File: src/rtl/vsa_mem_arbiter.sv
// Shares one single-port, fixed-latency memory between the VSA fetch port and
// data port; one access at a time, ties granted round-robin.
module vsa_mem_arbiter #(
  parameter int AW      = 5,
  parameter int DW      = 12,
  parameter int MEM_LAT = 1
) (
  input  logic          clock,
  input  logic          reset,
  input  logic          if_req,
  input  logic [AW-1:0] if_addr,
  output logic          if_ack,
  output logic [DW-1:0] if_rdata,
  input  logic          d_req,
  input  logic          d_we,
  input  logic [AW-1:0] d_addr,
  input  logic [DW-1:0] d_wdata,
  output logic          d_ack,
  output logic [DW-1:0] d_rdata,
  output logic          mem_en,
  output logic          mem_we,
  output logic [AW-1:0] mem_addr,
  output logic [DW-1:0] mem_wdata,
  input  logic [DW-1:0] mem_rdata,
  output logic          busy,
  output logic [1:0]    dbg_state
);

  // Handshake: a requester raises req with stable addr/we/wdata and holds it
  // until its one-cycle ack; req may drop or carry a new request at the edge
  // that ends the ack cycle. Inputs are sampled only in IDLE.
  typedef enum logic [1:0] {
    S_IDLE  = 2'd0,
    S_ISSUE = 2'd1,
    S_WAIT  = 2'd2,
    S_RESP  = 2'd3
  } state_e;

  localparam logic [2:0] LAT_M1 = 3'(MEM_LAT - 1);

  state_e        state_q, state_d;
  logic [2:0]    cnt_q, cnt_d;
  logic          last_q, last_d;
  logic          gnt_q, gnt_d;
  logic [AW-1:0] addr_q, addr_d;
  logic          we_q, we_d;
  logic [DW-1:0] wdata_q, wdata_d;
  logic [DW-1:0] if_rdata_q, if_rdata_d;
  logic [DW-1:0] d_rdata_q, d_rdata_d;
  logic          win;

  always_ff @(posedge clock or posedge reset) begin
    if (reset) begin
      state_q    <= S_IDLE;
      cnt_q      <= 3'd0;
      last_q     <= 1'b1;
      gnt_q      <= 1'b0;
      addr_q     <= '0;
      we_q       <= 1'b0;
      wdata_q    <= '0;
      if_rdata_q <= '0;
      d_rdata_q  <= '0;
    end else begin
      state_q    <= state_d;
      cnt_q      <= cnt_d;
      last_q     <= last_d;
      gnt_q      <= gnt_d;
      addr_q     <= addr_d;
      we_q       <= we_d;
      wdata_q    <= wdata_d;
      if_rdata_q <= if_rdata_d;
      d_rdata_q  <= d_rdata_d;
    end
  end

  // gnt/last_grant encoding: 0 = fetch port, 1 = data port.
  always_comb begin
    state_d    = state_q;
    cnt_d      = cnt_q;
    last_d     = last_q;
    gnt_d      = gnt_q;
    addr_d     = addr_q;
    we_d       = we_q;
    wdata_d    = wdata_q;
    if_rdata_d = if_rdata_q;
    d_rdata_d  = d_rdata_q;
    win        = (if_req && d_req) ? ~last_q : d_req;
    case (state_q)
      S_IDLE: begin
        if (if_req || d_req) begin
          state_d = S_ISSUE;
          last_d  = win;
          gnt_d   = win;
          addr_d  = win ? d_addr : if_addr;
          we_d    = win & d_we;
          if (win) wdata_d = d_wdata;
        end
      end
      S_ISSUE: begin
        state_d = S_WAIT;
        cnt_d   = LAT_M1;
      end
      S_WAIT: begin
        if (cnt_q == 3'd0) begin
          state_d = S_RESP;
          if (!we_q) begin
            if (gnt_q) d_rdata_d = mem_rdata;
            else       if_rdata_d = mem_rdata;
          end
        end else begin
          cnt_d = cnt_q - 3'd1;
        end
      end
      S_RESP:  state_d = S_IDLE;
      default: state_d = S_IDLE;
    endcase
  end

  always_comb begin
    mem_en    = (state_q == S_ISSUE);
    mem_we    = (state_q == S_ISSUE) && we_q;
    if_ack    = (state_q == S_RESP) && !gnt_q;
    d_ack     = (state_q == S_RESP) && gnt_q;
    busy      = (state_q != S_IDLE);
    dbg_state = state_q;
  end

  assign mem_addr  = addr_q;
  assign mem_wdata = wdata_q;
  assign if_rdata  = if_rdata_q;
  assign d_rdata   = d_rdata_q;

endmodule

File: config.mk
export PLATFORM = sky130hd
export DESIGN_NAME = vsa_mem_arbiter
export DESIGN_NICKNAME = d
export VERILOG_FILES = /design/src/rtl/vsa_mem_arbiter.sv
export SDC_FILE = /design/constraint.sdc
export NUM_CORES = 1
export LEC_CHECK = 0
export BUFFER_PORTS_ARGS = -buffer_cell sky130_fd_sc_hd__buf_2
export CORE_MARGIN = 4
export CORE_UTILIZATION = 45
export CTS_CLUSTER_DIAMETER = 30
export CTS_CLUSTER_SIZE = 30
export DETAILED_ROUTE_END_ITERATION = 8
export PLACE_DENSITY = 0.83
export SLEW_MARGIN = 20
export SYNTH_ARGS = -nofsm -noshare
export SYNTH_HDL_FRONTEND = slang
export SYNTH_SLANG_ARGS = --single-unit
export TNS_END_PERCENT = 100
File: constraint.sdc
create_clock -name clock -period 2 [get_ports clock]
set_input_delay 0.1 -clock clock [delete_from_list [all_inputs] [get_ports clock]]
set_output_delay 0.1 -clock clock [all_outputs]
set_load 0.1 [all_outputs]
==> results.cfg, run 1 <==
[placement]
gp_congestion = 0.824
placedCellCount = 282
dp_hpwl_um = 3230
io_buffer_count = 86
place_area_um2 = 2600

[synth]
synth_adder_area_share_pct = 4.21
synth_compound_area_share_pct = 5.35
synthCells = 144
synthMuxAreaShare_pct = 23.9
synthXorXnorAreaFrac_pct = 0
syn-num-nets = 190
syn_area_um2 = 2080
synth-seq-cells = 49
avgSynthCellArea_um2 = 14.4
yosysSeqAreaShare_pct = 59.0
synth_cell_types = 28
synthSimpleGateAreaFrac_pct = 4.75
ys_warn_count = 0
synth_top_family_by_area = multiplexers

[detailed_routing]
wire_per_inst_um = 14.2
drc = 0
drt_pass1_iterations = 4
post_drt_via_cell_ratio = 4.99
drt_iter0_drc = 55
ant_nets = 0
wl_um = 4130
vias = 1452

[cts]
cts_setup_buffers = 0
cts_buffer_depth = 2
clk_pin_slew_ns = 0.09
htreeDepth = 2
cts_tree = done
clk_latency_ns = 0.30
clock-sinks = 49
cts_buffers = 5
cts-root-buf = clkbuf_8
cts-resized-gates = 0

[floorplan]
die-area_um2 = 5770
core_um2 = 4410
die-height_um = 76.0
die_x_um = 76.0
num_rows = 24
num_io_pins = 87
initial_core_util_pct = 47.1

[critical_path]
reg2reg_slack_ns = 0.24
end_kind = output pin
r2r_end = if_rdata[11]
arrival_ns = 1.67
r2r_start = dbg_state[0]
max_stage_delay_ns = 0.51
crit_slowest_cell = dfrtp_4
critPathKind = reg2out
cp-start-kind = flip-flop
path_cells = inv_1 > ha_2 > and2_2 > buf_2
critical_path.max_fanout = 5
reg2reg_depth = 6
worstPathRequired_ns = 1.90

[timing]
max_freq_ghz = 0.565
tightest_slew_ns = 0.640
slew-limit-headroom_pct = 57.3
hold_viol = 0
setup_violations = 0
rsz0062_at_grt = false
finalSetupTns_ns = 0
skew_ns = 0.00884
drv_slew = 0
fin_crit_sh_pct = 88.5
min_period_ns = 1.77

[grt]
overflow = 0
grt_pass1_wl_um = 7170
antenna_found_initial = 0
grt_use_total_pct = 15.3
grt_pass1_vias = 1551
grt_max_degree = 33

[final_layout]
drive_gt1_share_pct = 60.3
layout.cells.non_filler = 291
antenna_cells = 0
fin_area_um2 = 2720
area_growth_pct = 30.7
nNetsFinal = 284

[worst_hold_path]
hold-path-endpoint = mem_wdata[6]
hp-start = d_wdata[6]
hold_class = in2reg
whs_path_depth = 2

[flow_run]
cap_violations = 0

[run_status]
outcome = finished, final reports clean
-- cells by family (layout without fill, tap and decap cells) --
kind of cell    Yosys count  after routing
fa+ha+maj                 7              7
mux                      42             42
simple gates             19             19
compound gates           15             15
flops                    49             49
buf+inv                  12            107
-- stage by stage --
step	setup WS, ns	hold slack, ns	utilization, %
finish	0.231	0.0272	61.6
global route	0.0884	0.00851	61.6
CTS	0.215	0.0151	61.6
detailed placement	0.239	0.231	58.8
global placement	0.298	0.232	58.8
floorplan	0.0389	0.249	-
-- timing repair --
item                                    4_1_cts  5_1_grt
endpoints found under the setup margin        0        0
hold buffers                                  1        0
endpoints found under the hold margin        30        0
-- how the worst max path moves through the flow --
| stage | from | endpoint | cells past startpoint |
|---|---|---|---|
| after floorplan | dbg_state[1] | mem_we | 3 |
| after global placement | dbg_state[0] | if_rdata[7] | 6 |
| after detailed placement | dbg_state[0] | if_rdata[1] | 6 |
| after CTS | dbg_state[1] | mem_we | 4 |
| after global routing | dbg_state[0] | if_rdata[11] | 6 |
| final | dbg_state[1] | mem_we | 4 |
-- flip-flops by register name, indices dropped and copies added (netlist names) --
register   count
cnt_q          3
d_rdata       12
dbg_state      2
gnt_q          1
if_rdata      12
last_q         1
mem_addr       5
mem_wdata     12
we_q           1
-- final cells by class --
class / instances / area (µm²)
Clock buffer: 6 / 72.6
Multi-Input combinational cell: 83 / 806
Timing Repair Buffer: 91 / 470
Inverter: 8 / 30.0
Clock inverter: 2 / 38.8
Tap cell: 52 / 65.1
Fill cell: 353 / 1700
Sequential cell: 49 / 1230
-- metal layers --
metal / GRT usage (%) / wire [µm] / up-vias
met5: 0 / 0 / -
met3: 6.86 / 486 / 10
li1: - / - / 689
met1: 19.1 / 1760 / 670
met2: 23.1 / 1780 / 83
met4: 5.87 / 100 / 0
-- synth_stat cells, drive strengths merged --
library cell  number  area, µm²
o21a               1       7.51
nor2b              1       6.26
o32a               1       10.0
o2bb2ai            2       17.5
nand4b             1       8.76
mux2i              5       50.1
a21o               1       7.51
nor3               1       5.00
clkbuf             1       3.75
nor3b              1       7.51
a32o               1       10.0
a21boi             1       18.8
ha                 7       87.6
o21ai              2       10.0
dfrtp             48       1200
dfstp              1       26.3
mux2              37        447
a21oi              6       30.0
and2               2       12.5
buf                3       23.8
nor2               6       22.5
nand2              6       30.0
nand2b             1       6.26
inv                8       30.0
-- cell usage in the layout, fill, tap and decap left out, drive strengths merged, types with 2 or more instances in the layout --
cell type / instances
a21oi: 6
and2: 2
buf: 90
clkbuf: 6
dfrtp: 48
ha: 7
inv: 8
mux2: 37
mux2i: 5
nand2: 6
nor2: 6
o21ai: 2
o2bb2ai: 2
-- worst max-delay path, delay by kind of cell, from the launching register on --
family / cells / cell delay [ns]
buffers and inverters: 2 / 0.52
adder cells (fa/ha/maj): 1 / 0.20
AND/OR/NAND/NOR: 1 / 0.14
flip-flops: 1 / 0.51
Power of run 1 is left out: the tool's default activity adds up to more than one toggle a clock period on the data nets, which glitch-free logic cannot reach.
==> run 2, diff against run 1 <==
Settings changed: SETUP_SLACK_MARGIN from default to 0.3.
==> run 2 against run 1 <==
Net effect: non-clock buffer count increased by 9; sequential share of layout area shrank 4.2 points; setup slack better by 0.11 ns; wire length increased by 10%; flip-flop and latch count did not move; hold slack improved by 0.0026 ns; clock-buffer cell count down 1; fmax rose by 6.9%; via count up 3.3%; global-route usage increased by 0.65 points; cell area increased by 10%; die area unchanged; largest cell class unchanged.
==> results.cfg, run 2 (synthesis results as in run 1) <==
[critical_path]
arrival_ns = 1.84
r2r_start = dbg_state[0]
critical_path.max_fanout = 6
worstPathRequired_ns = 2.18
r2r_end = if_rdata[11]
end_kind = flip-flop
cp-start-kind = flip-flop
reg2reg_depth = 7
crit_slowest_cell = dfrtp_4
critPathKind = reg2reg
reg2reg_slack_ns = 0.35
max_stage_delay_ns = 0.51
path_cells = inv_4 > ha_4 > nand2_4 > nor3_4 > buf_6 > buf_12 > mux2_2

[final_layout]
antenna_cells = 0
nNetsFinal = 293
area_growth_pct = 43.9
final_common_cell = buf_2
drive_gt1_share_pct = 66.1
final_cell_mix = 83 x buf_2, 46 x dfrtp_1, 19 x mux2_2

[floorplan]
num_io_pins = 87
num_rows = 24
initial_core_util_pct = 47.1
die-height_um = 76.0
die_x_um = 76.0
die-area_um2 = 5770
core_um2 = 4410

[cts]
cts_buffers = 5
cts-root-buf = clkbuf_8
htreeDepth = 2
clk_pin_slew_ns = 0.09
clock-sinks = 49
cts_buffer_depth = 2
clk_latency_ns = 0.29
cts_tree = done

[worst_hold_path]
whs_path_depth = 2
hold_class = in2reg
hold-path-endpoint = mem_wdata[11]
hp-start = d_wdata[11]

[timing]
max_freq_ghz = 0.604
drv_slew = 0
min_period_ns = 1.65
finalSetupTns_ns = 0
skew_ns = 0.00650
hold_viol = 0
rsz0062_at_grt = true
setup_violations = 0
tightest_slew_ns = 0.495
fin_crit_sh_pct = 82.7
slew-limit-headroom_pct = 67.2

[detailed_routing]
ant_nets = 0
drt_iter0_drc = 34
post_drt_via_cell_ratio = 5.00
drc = 0
drt_pass1_iterations = 4
vias = 1500
wire_per_inst_um = 15.2
wl_um = 4560

[flow_run]
cap_violations = 0

[run_status]
outcome = finished, final reports clean

[placement]
dp_hpwl_um = 3320
gp_congestion = 0.722
io_buffer_count = 86

[grt]
grt_max_degree = 18
overflow = 0
grt_pass1_wl_um = 7600
antenna_found_initial = 0
grt_pass1_vias = 1567
grt_use_total_pct = 15.9
[run 2: cell types whose count changed in the layout (fill, tap and decap cells not counted), sizes merged]
| cell | delta |
|---|---|
| buf | +8 |
| bufinv | +1 |
| clkinv | -1 |
| clkinvlp | +1 |
[run 2: critical path: cells and delay by family (launching register included)]
family | cells | cell delay, ns
flops | 1 | 0.51
mux | 1 | 0.32
simple gates | 2 | 0.21
buf+inv | 3 | 0.33
fa+ha+maj | 1 | 0.16
[run 2: through the flow]
stage | cells | worst slack (ns) | utilization [%] | instance area [µm²] | hold WS, ns
2_1_floorplan | 144 | 0.196 | - | 2200 | 0.248
3_3_place_gp | 282 | 0.316 | 61.1 | 2700 | 0.0886
3_5_place_dp | 282 | 0.238 | 61.1 | 2700 | 0.0956
4_1_cts | 298 | 0.270 | 66.9 | 2950 | 0.0224
5_1_grt | 300 | 0.273 | 67.8 | 2990 | 0.0131
6_report | 300 | 0.345 | 67.8 | 2990 | 0.0297
[run 2: cell type report]
type | count | area (µm²)
Tap cell | 52 | 65.1
Fill cell | 339 | 1420
Clock buffer | 5 | 68.8
Multi-Input combinational cell | 83 | 925
Sequential cell | 49 | 1230
Timing Repair Buffer | 100 | 593
Inverter | 8 | 36.3
Clock inverter | 3 | 68.8
[run 2: worst max-delay path by stage]
stage	start	endpoint	slack, ns	cells past startpoint
after floorplan	dbg_state[0]	if_rdata[0]	0.20	6
after global placement	cnt_q[0]	if_rdata[8]	0.32	7
after detailed placement	cnt_q[0]	if_rdata[11]	0.24	7
after CTS	cnt_q[1]	if_rdata[11]	0.27	8
after global routing	cnt_q[1]	if_rdata[8]	0.27	8
final	dbg_state[0]	if_rdata[11]	0.35	7
[run 2: what timing repair did]
item                                    4_1_cts  5_1_grt
pin swaps                                     0        2
setup buffers                                 6        2
endpoints found under the hold margin        15        0
hold buffers                                  1        0
endpoints found under the setup margin       15       26
gates resized for setup                       8        7
gates cloned                                  1        0
[run 2: metal layers]
| metal | wire (µm) | GRT usage (%) | vias up |
|---|---|---|---|
| met5 | 0 | 0 | - |
| met4 | 46 | 4.27 | 0 |
| met3 | 395 | 4.61 | 5 |
| met2 | 2130 | 26.1 | 65 |
| met1 | 1990 | 20.6 | 724 |
| li1 | - | - | 706 |
Power of run 2 is left out for the same reason.
==> run 3, diff against run 2 <==
Settings changed: ABC_AREA from default to 1, CORE_UTILIZATION 45 to 44.
Clock period 2 ns to 1.5 ns, I/O delays scaled along.
==> run 3 against run 2 <==
Net effect: the run now ends with negative setup slack left; clock-buffer cell count is 2 higher; flip-flop and latch count stayed put; via count is 40% higher; fmax is 9.6% higher; register-to-register slack worse by 0.36 ns; first-iteration DRC count grew to 4.9 times the previous value; sequential share of layout area is 10 points lower; core utilization is 9.8 points higher; non-clock buffer count is 14 higher; clock skew hardly changed; critical endpoint is now gnt_q.
==> results.cfg, run 3 <==
[synth]
synth_common_cells = 68 x nand2_1, 48 x dfrtp_1, 47 x inv_1
synth-seq-cells = 49
avgSynthCellArea_um2 = 9.51
synthSimpleGateAreaFrac_pct = 16.4
synth_compound_area_share_pct = 15.4
ys_warn_count = 0
synth_top_family_by_area = simple AND/OR/NAND/NOR gates
syn_area_um2 = 2320
synth_edf_count = 0
synth.most_common_cell = nand2_1
synth_area_leaders = dfrtp_1 52%, o21ai_2 14%, nand2_1 11%
synthArstFlopShare_pct = 100
synth_adder_area_share_pct = 3.77
synth_ff_type = dfrtp_1
synth_area_leader_cell = dfrtp_1
synth_cell_types = 16
synthXorXnorAreaFrac_pct = 0
syn-num-nets = 290
synth.top_cell.area_share_pct = 51.8
yosysSeqAreaShare_pct = 52.9
synthCells = 244
synthMuxAreaShare_pct = 0

[critical_path]
cp-endpoint = gnt_q
cp-startpoint = dbg_state[0]
arrival_ns = 1.68
r2r_start = dbg_state[0]
reg2reg_depth = 7
reg2reg_slack_ns = -0.01
worstPathRequired_ns = 1.66
r2r_end = gnt_q
cp-start-kind = flip-flop
critPathKind = reg2reg
end_kind = flip-flop
critical_path.max_fanout = 6

[worst_hold_path]
hp-start = d_wdata[3]
hold_class = in2reg

[grt]
grt_max_degree = 25
grt_pass1_vias = 2117
antenna_found_initial = 0
overflow = 0
grt_use_total_pct = 19.7
grt_pass1_wl_um = 9850

[timing]
rsz0062_at_grt = true
slew-limit-headroom_pct = 67.7
skew_ns = 0.00660
setup_violations = 2
max_freq_ghz = 0.662
worst_slack_ns = -0.0106
fin_crit_sh_pct = 101
finalSetupTns_ns = -0.0117
hold_viol = 0
min_period_ns = 1.51
drv_slew = 0
tightest_slew_ns = 0.488

[cts]
cts-root-buf = clkbuf_8
clk_pin_slew_ns = 0.09
cts_buffer_depth = 2
htreeDepth = 2
clk_latency_ns = 0.29
cts_buffers = 5
cts_tree = done
clock-sinks = 49

[floorplan]
die_x_um = 80.6
initial_core_util_pct = 45.4
die-area_um2 = 6500
die-height_um = 80.6
num_rows = 26
num_io_pins = 87
core_um2 = 5110

[detailed_routing]
wire_per_inst_um = 16.0
wl_um = 6900
drt_pass1_iterations = 4
drc = 0
post_drt_via_cell_ratio = 4.86
ant_nets = 0
drt_iter0_drc = 168
vias = 2099

[final_layout]
nNetsFinal = 407
final_cell_mix = 46 x dfrtp_1, 41 x buf_2, 38 x inv_1, 38 x clkbuf_4, 37 x o21ai_2
fillers = 313
final_common_cell = dfrtp_1
drive_gt1_share_pct = 66.3
fin_area_um2 = 3960
area_growth_pct = 70.7
antenna_cells = 0

[placement]
gp_congestion = 0.760
io_buffer_count = 86
dp_hpwl_um = 3780
place_area_um2 = 2960

[run_status]
outcome = complete, but fails checks
violations = negative setup slack

[flow_run]
cap_violations = 0
run 3: area by class of cell:
class	count	area, µm²	area share [%]
Timing Repair Buffer	114	1030	26.1
Clock buffer	7	96.3	2.43
Multi-Input combinational cell	143	1290	32.6
Clock inverter	1	5.00	0.126
Sequential cell	49	1230	31.2
Inverter	48	211	5.34
Tap cell	70	87.6	2.21
run 3: how the worst min path moves through the flow:
stage / endpoint / cells past startpoint
after floorplan: cnt_q[0] / 1
after global placement: mem_wdata[1] / 2
after detailed placement: mem_wdata[0] / 2
after CTS: mem_wdata[3] / 3
after global routing: mem_wdata[5] / 3
final: mem_wdata[3] / 3
run 3: worst max-delay path: stages, from the launching register on:
cell and delay (ns):
dfrtp_4 0.52, inv_4 0.09, ha_4 0.16, buf_12 0.11, inv_8 0.03, buf_12 0.11, nor2_4 0.24, o21ai_1 0.12
run 3: metrics by stage:
step | worst slack (ns) | util (%) | hold WS, ns | instances
floorplan | -0.0905 | - | 0.111 | 244
global placement | 0.0268 | 57.9 | 0.0766 | 398
detailed placement | -0.0447 | 57.9 | 0.0823 | 398
CTS | 0.0477 | 67.8 | 0.00585 | 421
global route | -0.0355 | 77.6 | 0.0120 | 432
finish | -0.0106 | 77.6 | 0.0119 | 432
run 3: layer usage:
layer,GRT usage (%),wire (µm),vias to the layer above
met3,3.48,185,4
met5,0,0,-
met2,35.4,4000,52
li1,-,-,1002
met1,24.0,2670,1041
met4,5.57,42,0
run 3: cells by family after synthesis:
group	after synthesis
adder cells (fa/ha/maj)	7
flip-flops	49
buffers and inverters	55
AO/OA/AOI/OAI	43
AND/OR/NAND/NOR	90
run 3: repair_timing:
item,4_1_cts,5_1_grt
setup buffers,9,8
pin swaps,11,12
hold buffers,1,0
gates cloned,5,3
hold endpoints to repair,14,0
setup endpoints to repair,56,74
gates resized for setup,62,106
Power of run 3 is left out for the same reason.
